===== config.mk =====
export PLATFORM = sky130hd
export DESIGN_NAME = rx_buf_ctrl
export DESIGN_NICKNAME = d
export VERILOG_FILES = /design/src/rtl/rx_buf_ctrl_pkg.sv /design/src/rtl/rx_wrap_ptr.sv /design/src/rtl/rx_buf_ctrl.sv
export SDC_FILE = /design/constraint.sdc
export NUM_CORES = 1
export LEC_CHECK = 0
export CAP_MARGIN = 20
export CORE_UTILIZATION = 45
export DETAILED_ROUTE_END_ITERATION = 8
export GPL_TIMING_DRIVEN = 1
export MAX_ROUTING_LAYER = met4
export PLACE_DENSITY = 0.81
export SLEW_MARGIN = 20
export SYNTH_ARGS = -nofsm -noshare
export SYNTH_HDL_FRONTEND = slang
export SYNTH_SLANG_ARGS = --single-unit
export TNS_END_PERCENT = 30

===== constraint.sdc =====
create_clock -name clk -period 3.45 [get_ports clk]
set_input_delay 0.8625 -clock clk [delete_from_list [all_inputs] [get_ports clk]]
set_output_delay 0.8625 -clock clk [all_outputs]
set_load 0.02 [all_outputs]

===== src/rtl/rx_buf_ctrl_pkg.sv =====
// rx_buf_ctrl shared definitions.
// FSM state encoding and default build parameters.
package rx_buf_ctrl_pkg;

  typedef enum logic [1:0] {
    ST_IDLE   = 2'd0,
    ST_FILL   = 2'd1,
    ST_STREAM = 2'd2,
    ST_DONE   = 2'd3
  } rx_state_e;

  localparam int unsigned AD_DEF     = 14;
  localparam int unsigned DATA_DEF   = 12;
  localparam int unsigned MEM_DEF    = 8000;
  localparam int unsigned THRESH_DEF = 64;

endpackage


===== src/rtl/rx_wrap_ptr.sv =====
// Modulo-MEM pointer with clear and increment.
// Ports: clk, reset (async active-low), clr, inc -> ptr.
module rx_wrap_ptr #(
  parameter int unsigned AD  = 14,
  parameter int unsigned MEM = 8000
) (
  input  logic          clk,
  input  logic          reset,
  input  logic          clr,
  input  logic          inc,
  output logic [AD-1:0] ptr
);

  localparam logic [AD-1:0] LAST = AD'(MEM - 1);
  localparam logic [AD-1:0] ONE  = AD'(1);

  logic [AD-1:0] ptr_d, ptr_q;

  always_comb begin
    ptr_d = ptr_q;
    if (clr) begin
      ptr_d = '0;
    end else if (inc) begin
      ptr_d = (ptr_q == LAST) ? '0 : ptr_q + ONE;
    end
  end

  always_ff @(posedge clk or negedge reset) begin
    if (!reset) ptr_q <= '0;
    else        ptr_q <= ptr_d;
  end

  assign ptr = ptr_q;

endmodule


===== src/rtl/rx_buf_ctrl.sv =====
// RX sample RAM frame controller: circular write, threshold-gated reads.
// Ports: start/abort/frame_len, ADC in, RAM wr/rd, demod out, status.
module rx_buf_ctrl
  import rx_buf_ctrl_pkg::*;
#(
  parameter int unsigned AD     = AD_DEF,
  parameter int unsigned DATA   = DATA_DEF,
  parameter int unsigned MEM    = MEM_DEF,
  parameter int unsigned THRESH = THRESH_DEF
) (
  input  logic            clk,
  input  logic            reset,
  input  logic            start,
  input  logic            abort,
  input  logic [AD-1:0]   frame_len,
  input  logic            adc_valid,
  input  logic [DATA-1:0] adc_data,
  output logic            ram_we,
  output logic [AD-1:0]   ram_waddr,
  output logic [DATA-1:0] ram_wdata,
  output logic            ram_re,
  output logic [AD-1:0]   ram_raddr,
  input  logic [DATA-1:0] ram_rdata,
  input  logic            dmd_ready,
  output logic            dmd_valid,
  output logic [DATA-1:0] dmd_data,
  output logic            dmd_last,
  output logic            busy,
  output logic            done,
  output logic            overflow,
  output logic [AD:0]     occupancy
);

  localparam logic [AD:0]   MEM_W = (AD+1)'(MEM);
  localparam logic [AD:0]   THR_W = (AD+1)'(THRESH);
  localparam logic [AD:0]   OCC1  = (AD+1)'(1);
  localparam logic [AD-1:0] ONE   = AD'(1);

  rx_state_e     state_d, state_q;
  logic [AD-1:0] len_d, len_q;
  logic [AD-1:0] wr_d, wr_q;
  logic [AD-1:0] rd_d, rd_q;
  logic [AD:0]   occ_d, occ_q;
  logic          ovf_d, ovf_q;
  logic          vld_d, vld_q;
  logic          last_d, last_q;
  logic          done_d, done_q;

  logic active, start_ok, wr_want;
  logic we, re, drop, rd_final, clr_ptr;

  assign active = (state_q == ST_FILL)
               || (state_q == ST_STREAM);
  assign start_ok = (state_q == ST_IDLE) && start
                 && (frame_len != '0) && !abort;
  assign wr_want = active && !abort && adc_valid
                && (wr_q < len_q);
  assign we   = wr_want && (occ_q < MEM_W);
  assign drop = wr_want && (occ_q >= MEM_W);
  assign re   = (state_q == ST_STREAM) && !abort
             && dmd_ready && (occ_q != '0)
             && (rd_q < len_q);
  assign rd_final = ((rd_q + ONE) == len_q);
  assign clr_ptr  = start_ok || abort;

  always_comb begin
    state_d = state_q;
    len_d   = len_q;
    wr_d    = wr_q;
    rd_d    = rd_q;
    occ_d   = occ_q;
    ovf_d   = ovf_q;
    vld_d   = re;
    last_d  = re && rd_final;
    done_d  = 1'b0;
    if (we) wr_d = wr_q + ONE;
    if (re) rd_d = rd_q + ONE;
    if (we && !re)      occ_d = occ_q + OCC1;
    else if (re && !we) occ_d = occ_q - OCC1;
    if (drop) ovf_d = 1'b1;
    unique case (state_q)
      ST_IDLE: begin
        if (start_ok) begin
          state_d = ST_FILL;
          len_d   = frame_len;
          wr_d    = '0;
          rd_d    = '0;
          occ_d   = '0;
          ovf_d   = 1'b0;
        end
      end
      ST_FILL: begin
        if (occ_q >= THR_W || wr_q == len_q)
          state_d = ST_STREAM;
      end
      ST_STREAM: begin
        if (re && rd_final) begin
          state_d = ST_DONE;
          done_d  = 1'b1;
        end
      end
      ST_DONE: state_d = ST_IDLE;
      default: state_d = ST_IDLE;
    endcase
    // Abort drops the in-flight sample and any pending done.
    if (abort) begin
      state_d = ST_IDLE;
      occ_d   = '0;
      vld_d   = 1'b0;
      last_d  = 1'b0;
      done_d  = 1'b0;
    end
  end

  always_ff @(posedge clk or negedge reset) begin
    if (!reset) begin
      state_q <= ST_IDLE;
      len_q   <= '0;
      wr_q    <= '0;
      rd_q    <= '0;
      occ_q   <= '0;
      ovf_q   <= 1'b0;
      vld_q   <= 1'b0;
      last_q  <= 1'b0;
      done_q  <= 1'b0;
    end else begin
      state_q <= state_d;
      len_q   <= len_d;
      wr_q    <= wr_d;
      rd_q    <= rd_d;
      occ_q   <= occ_d;
      ovf_q   <= ovf_d;
      vld_q   <= vld_d;
      last_q  <= last_d;
      done_q  <= done_d;
    end
  end

  rx_wrap_ptr #(.AD(AD), .MEM(MEM)) u_wptr (
    .clk   (clk),
    .reset (reset),
    .clr   (clr_ptr),
    .inc   (we),
    .ptr   (ram_waddr)
  );

  rx_wrap_ptr #(.AD(AD), .MEM(MEM)) u_rptr (
    .clk   (clk),
    .reset (reset),
    .clr   (clr_ptr),
    .inc   (re),
    .ptr   (ram_raddr)
  );

  assign ram_we    = we;
  assign ram_wdata = adc_data;
  assign ram_re    = re;
  assign dmd_valid = vld_q;
  assign dmd_data  = ram_rdata;
  assign dmd_last  = last_q;
  assign busy      = (state_q != ST_IDLE);
  assign done      = done_q;
  assign overflow  = ovf_q;
  assign occupancy = occ_q;

endmodule

==> impl_metrics.env <==
export IMPL_status="completed"
export IMPL_vias=5558
export IMPL_grt_use_total=0.244
export IMPL_yosys_warnings=0
export IMPL_cp_top_family="buffers and inverters"
export IMPL_ys_seq_area_frac=0.367
export IMPL_final_util=0.555
export IMPL_synth_most_common_cell="dfrtp_1"
export IMPL_gp_congestion=0.931
export IMPL_drt_iter0_markers=464
export IMPL_n_antenna_cell=0
export IMPL_rr_startpoint="len_q[13]"
export IMPL_worstPathCellList="clkdlybuf4s50_1, nand2b_1, a2111oi_4, o311a_1, nand2_1, inv_2, buf_2"
export IMPL_ant_nets=0
export IMPL_fin_crit_sh=0.959
export IMPL_cts_root_buf="clkbuf_16"
export IMPL_clock_sinks=91
export IMPL_antenna_found_initial=0
export IMPL_min_path_type="in2async"
export IMPL_leakagePower_nw=3.25
export IMPL_syn_num_nets=795
export IMPL_final_max_slew_violation_count=0
export IMPL_cp_startpoint="adc_valid"
export IMPL_synth_common_cells="dfrtp_1 (91), nand2_1 (83), nor2_1 (56)"
export IMPL_synth_distinct_cells=69
export IMPL_fp_row_count=42
export IMPL_use_met3=0.0503
export IMPL_ir_drop_uv=304
export IMPL_drv_cap=0
export IMPL_ys_ff_latch=91
export IMPL_slew_headroom=0.365
export IMPL_grt_busiest_layer="met2"
export IMPL_use_met1=0.315
export IMPL_synthArstFlopShare=1.00
export IMPL_dieArea_sq_mm=0.0142
export IMPL_drc=0
export IMPL_crit_fanout=2
export IMPL_grt_pass1_wl_mm=26.8
export IMPL_rsz0062_at_grt="no"
export IMPL_synth_largest_area_cell="dfrtp_1"
export IMPL_clk_latency_ps=350
export IMPL_die_height_um=119
export IMPL_initial_utilization=0.464
export IMPL_hold_violations=0
export IMPL_port_buffers=69
export IMPL_wl_per_cell_um=16.9
export IMPL_syn2layout_area_growth_pct=19.6
export IMPL_routed_wl_mm=16.1
export IMPL_setup_viol=0
export IMPL_syn_inst=713
export IMPL_cp_slowest_cell="clkdlybuf4s50_1"
export IMPL_grt_pass1_vias=5396
export IMPL_hpwl_mm=11.5
export IMPL_multiInputGateArea_sq_mm=0.00349
export IMPL_finClkSkew_ps=7.82
export IMPL_fmax_mhz=302
export IMPL_timing_final_crit_period_ps=3310
export IMPL_fill_cells=1222
export IMPL_finalNetCount=858
export IMPL_synth_top_area_frac=0.367
export IMPL_startpoint_type="input pin"
export IMPL_cp_arrival_ps=2450
export IMPL_grt_overflow_total=0
export IMPL_crit_buf_inv=3
export IMPL_path_clk_slew_ps=70
export IMPL_cts_buffers_inserted=9
export IMPL_drive_gt1_frac=0.0973
export IMPL_synth_area_leaders="dfrtp_1 (37%), ha_1 (7.7%), nand2_1 (5.0%)"
export IMPL_vias_per_cell=5.81
export IMPL_h_tree_depth=3
export IMPL_synth_edf_count=0
export IMPL_grt_max_degree=48
export IMPL_dr_pass1_iters=5
export IMPL_die_w_um=119
export IMPL_core_area_sq_mm=0.0133
export IMPL_synth_area_per_cell_sq_um=8.69
export IMPL_syn_area_sq_mm=0.00620
export IMPL_critical_path_required_ps=2590
export IMPL_worst_slew_pin_slew_ps=950
export IMPL_critPathMaxStageDelay_ps=500
export IMPL_p_per_area_mw_per_mm2=484
export IMPL_tritoncts="done"
export IMPL_grt_use_met2=0.383
export IMPL_clockBufferDepth=2
export IMPL_fin_setup_tns_ps=0
export IMPL_ios=118
export IMPL_path_class="in2out"
export IMPL_regArea_sq_mm=0.00228
export IMPL_worstSetupEndpointType="output pin"
export IMPL_dominantRegCellSynth="dfrtp_1"
[power breakdown]
part | switching (W) | internal [W]
sequential | 0.000109 | 0.00118
combinational | 0.000746 | 0.000512
clock | 0.000432 | 0.000608
[metal layers]
layer | share of wire | wire length, um | vias to the layer above
met5 | 0 | 0 | -
met4 | 0.017 | 275 | 0
met3 | 0.060 | 965 | 22
met2 | 0.48 | 7720 | 192
met1 | 0.44 | 7170 | 2671
li1 | - | - | 2673
[registers in the layout, summed over array words and instances (netlist names)]
name	flops
dmd_last	1
dmd_valid	1
done	1
len_q	14
occupancy	15
overflow	1
rd_q	14
state_q	2
u_rptr.ptr	14
u_wptr.ptr	14
wr_q	14
[cell usage in the layout, fill, tap and decap left out, types with 8 or more instances in the layout]
cell type        Yosys  final
a21oi_1             22     22
and3_1              16     16
buf_4               25     39
clkbuf_16            0      9
clkdlybuf4s50_1      0     65
dfrtp_1             91     91
ha_1                38     38
inv_1               30     30
nand2_1             83     83
nand2b_1            10     10
nand3_1             26     26
nand4_1             23     23
nor2_1              56     55
nor2b_1              9      8
nor3_1              21     21
nor4_1              18     18
o211ai_1            10     10
o21ai_0             38     38
or4_1               11     11
xnor2_1             14     14
xor2_1              27     27
[kinds of logic after synthesis]
kind of cell,count (synthesis),share of synthesized area
buffers and inverters,88,0.0725
DFF,91,0.367
and+or+nand+nor,309,0.256
xor gates and xnor gates,41,0.0579
adders and majority gates,38,0.0767
muxes,9,0.0149
AOI/OAI and AO/OA,137,0.155
[final cells by class]
cell class,instances,area share
well taps,176,0.0297
flip-flops and latches,91,0.307
inverters,32,0.0162
clock inverters,4,0.00760
repair buffers,108,0.134
multi-input cells,534,0.471
clock buffers,12,0.0346
[stage by stage]
stage	cell area, sq um	total power, W	worst slack, ps	hold slack [ps]	cells
3_3_place_gp	7090	0.00249	-300	513	940
3_5_place_dp	7090	0.00252	-294	509	940
6_report	7410	0.00359	142	526	957
5_1_grt	7410	0.00380	53.4	572	957
4_1_cts	7400	0.00359	41.5	536	956
2_1_floorplan	6200	0.00211	410	477	713
[path summary, 6_finish.rpt]
path	end	slack, ps	depth (start not counted)
setup / recovery	ram_we	140	7
max in group asynchronous	rd_q[13]	2200	2
setup reg to reg	wr_q[6]	560	10
hold / removal	wr_q[7]	530	1
hold reg to reg	u_rptr.ptr[3]	540	1
min in group clk	u_rptr.ptr[3]	540	1
[what timing repair did]
| item | CTS | global route |
|---|---|---|
| hold buffers | 0 | 0 |
| pin swaps | 0 | 1 |
| endpoints found under the hold margin | 0 | 0 |
| endpoints found under the setup margin | 2 | 2 |
| setup buffers | 0 | 1 |
| gates resized for setup | 4 | 4 |
Note: power is estimated with default switching activity, not from simulation.
==> RTL edit, RTL diff (same settings) <==
Take the reset off `wr_q` and `rd_q` and load them in a clocked block of their own.
--- a/src/rtl/rx_buf_ctrl.sv
+++ b/src/rtl/rx_buf_ctrl.sv
@@ -116,8 +116,6 @@
     if (!reset) begin
       state_q <= ST_IDLE;
       len_q   <= '0;
-      wr_q    <= '0;
-      rd_q    <= '0;
       occ_q   <= '0;
       ovf_q   <= 1'b0;
       vld_q   <= 1'b0;
@@ -126,14 +124,17 @@
     end else begin
       state_q <= state_d;
       len_q   <= len_d;
-      wr_q    <= wr_d;
-      rd_q    <= rd_d;
       occ_q   <= occ_d;
       ovf_q   <= ovf_d;
       vld_q   <= vld_d;
       last_q  <= last_d;
       done_q  <= done_d;
     end
+  end
+
+  always_ff @(posedge clk) begin
+    wr_q <= wr_d;
+    rd_q <= rd_d;
   end
 
   rx_wrap_ptr #(.AD(AD), .MEM(MEM)) u_wptr (
Behaviour: no difference found for any inputs over 4 cycles, from zero or initial values and one cycle with reset low; that may be too few to reach the edited logic, so the function may still have changed.
==> RTL edit against the unedited design <==
Clock skew rose by 0.0011 ns; cell area shrank 2.8%; worst setup slack worse by 0.031 ns; power is 1.9% lower; wire length fell by 4.9%; synthesized cell count unchanged; sequential cell count unchanged; area after synthesis decreased by 2.3%; largest cell class unchanged.
==> RTL edit: results (changes against the unedited design) <==
- Outcome: finished clean
- Starting DRT DRC Count: 421 (-9.3%)
- Vias in the first global route: 5085 (-5.8%)
- Drt pass-1 iters: 7 (+2)
- First-pass GRT wire length: 25.3 mm (-5.8%)
- Adder-Cell Fraction of Synth Area: 7.85% (+0.18 points)
- Seq/Total Area, Yosys: 35.3% (-1.5 points)
- Share of cells above drive strength 1: 8.42% (-1.3 points)
- Max incr delay on CP: 0.53 ns (+0.03 ns)
- Net Switching: 1.26 mW (-2.3%)
- Largest net degree at the start of global routing: 42 (-13%)
- Async SR Flop Fraction: 69.2% (-31 points)
- Placed Cells: 932 (-0.85%)
- Met3 Use GR: 3.20% (-1.8 points)
- Synth top area cells: dfrtp_1 (26%), dfxtp_1 (9.3%), ha_1 (7.8%)
- Gpl congestion: 0.928 (-0.38%)
- Dpl cell area: 6900 um^2 (-2.7%)
- Multi-input gate area: 3490 um^2 (about the same)
- Met1 GRT Util: 30.4% (-1.1 points)
- Average wire per standard cell: 16.2 um (-4.0%)
- Leakage power: 3.03 nW (-6.7%)
- Highest fanout seen on the critical path: 3 (+1)
- FILL cells: 1184 (-3.1%)
- Worst-Margin Slew: 0.808 ns (-0.142 ns)
- CP Data Arrival Time: 2.48 ns (+0.03 ns)
- Worst Hold Class: reg2reg
- Skew final: 0.00890 ns (+0.00109 ns)
- Compound-Gate Fraction of Synth Area: 15.9% (+0.36 points)
- Netlist cell types: 70 (+1.4%)
## RTL edit: path summary, 6_finish.rpt
kind	startpoint	endpoint	slack, ns	depth (start not counted)
worst max-delay path	abort	ram_re	0.11	7
max in group asynchronous	reset	occupancy[1]$_DFF_PN0_	2.24	2
worst min-delay path	wr_q[1]$_DFF_P_	wr_q[1]$_DFF_P_	0.51	2
worst min register to register	wr_q[1]$_DFF_P_	wr_q[1]$_DFF_P_	0.51	2
min in group asynchronous	reset	u_rptr.ptr[5]$_DFFE_PN0P_	0.57	1
worst max register to register	len_q[7]$_DFFE_PN0P_	wr_q[10]$_DFF_P_	0.57	10
## RTL edit: layout make-up
cell class              instances  share of cell area, %
multi-input cells             534                   48.4
flip-flops and latches         91                   29.7
repair buffers                 99                   12.9
clock buffers                  13                   3.61
well taps                     176                   3.06
inverters                      32                   1.67
clock inverters                 3                  0.643
## RTL edit: routing by layer
metal,up-vias,part of all wire (%)
met5,-,0
met4,0,2.9
met3,38,6.2
met2,217,46
met1,2622,45
li1,2672,-
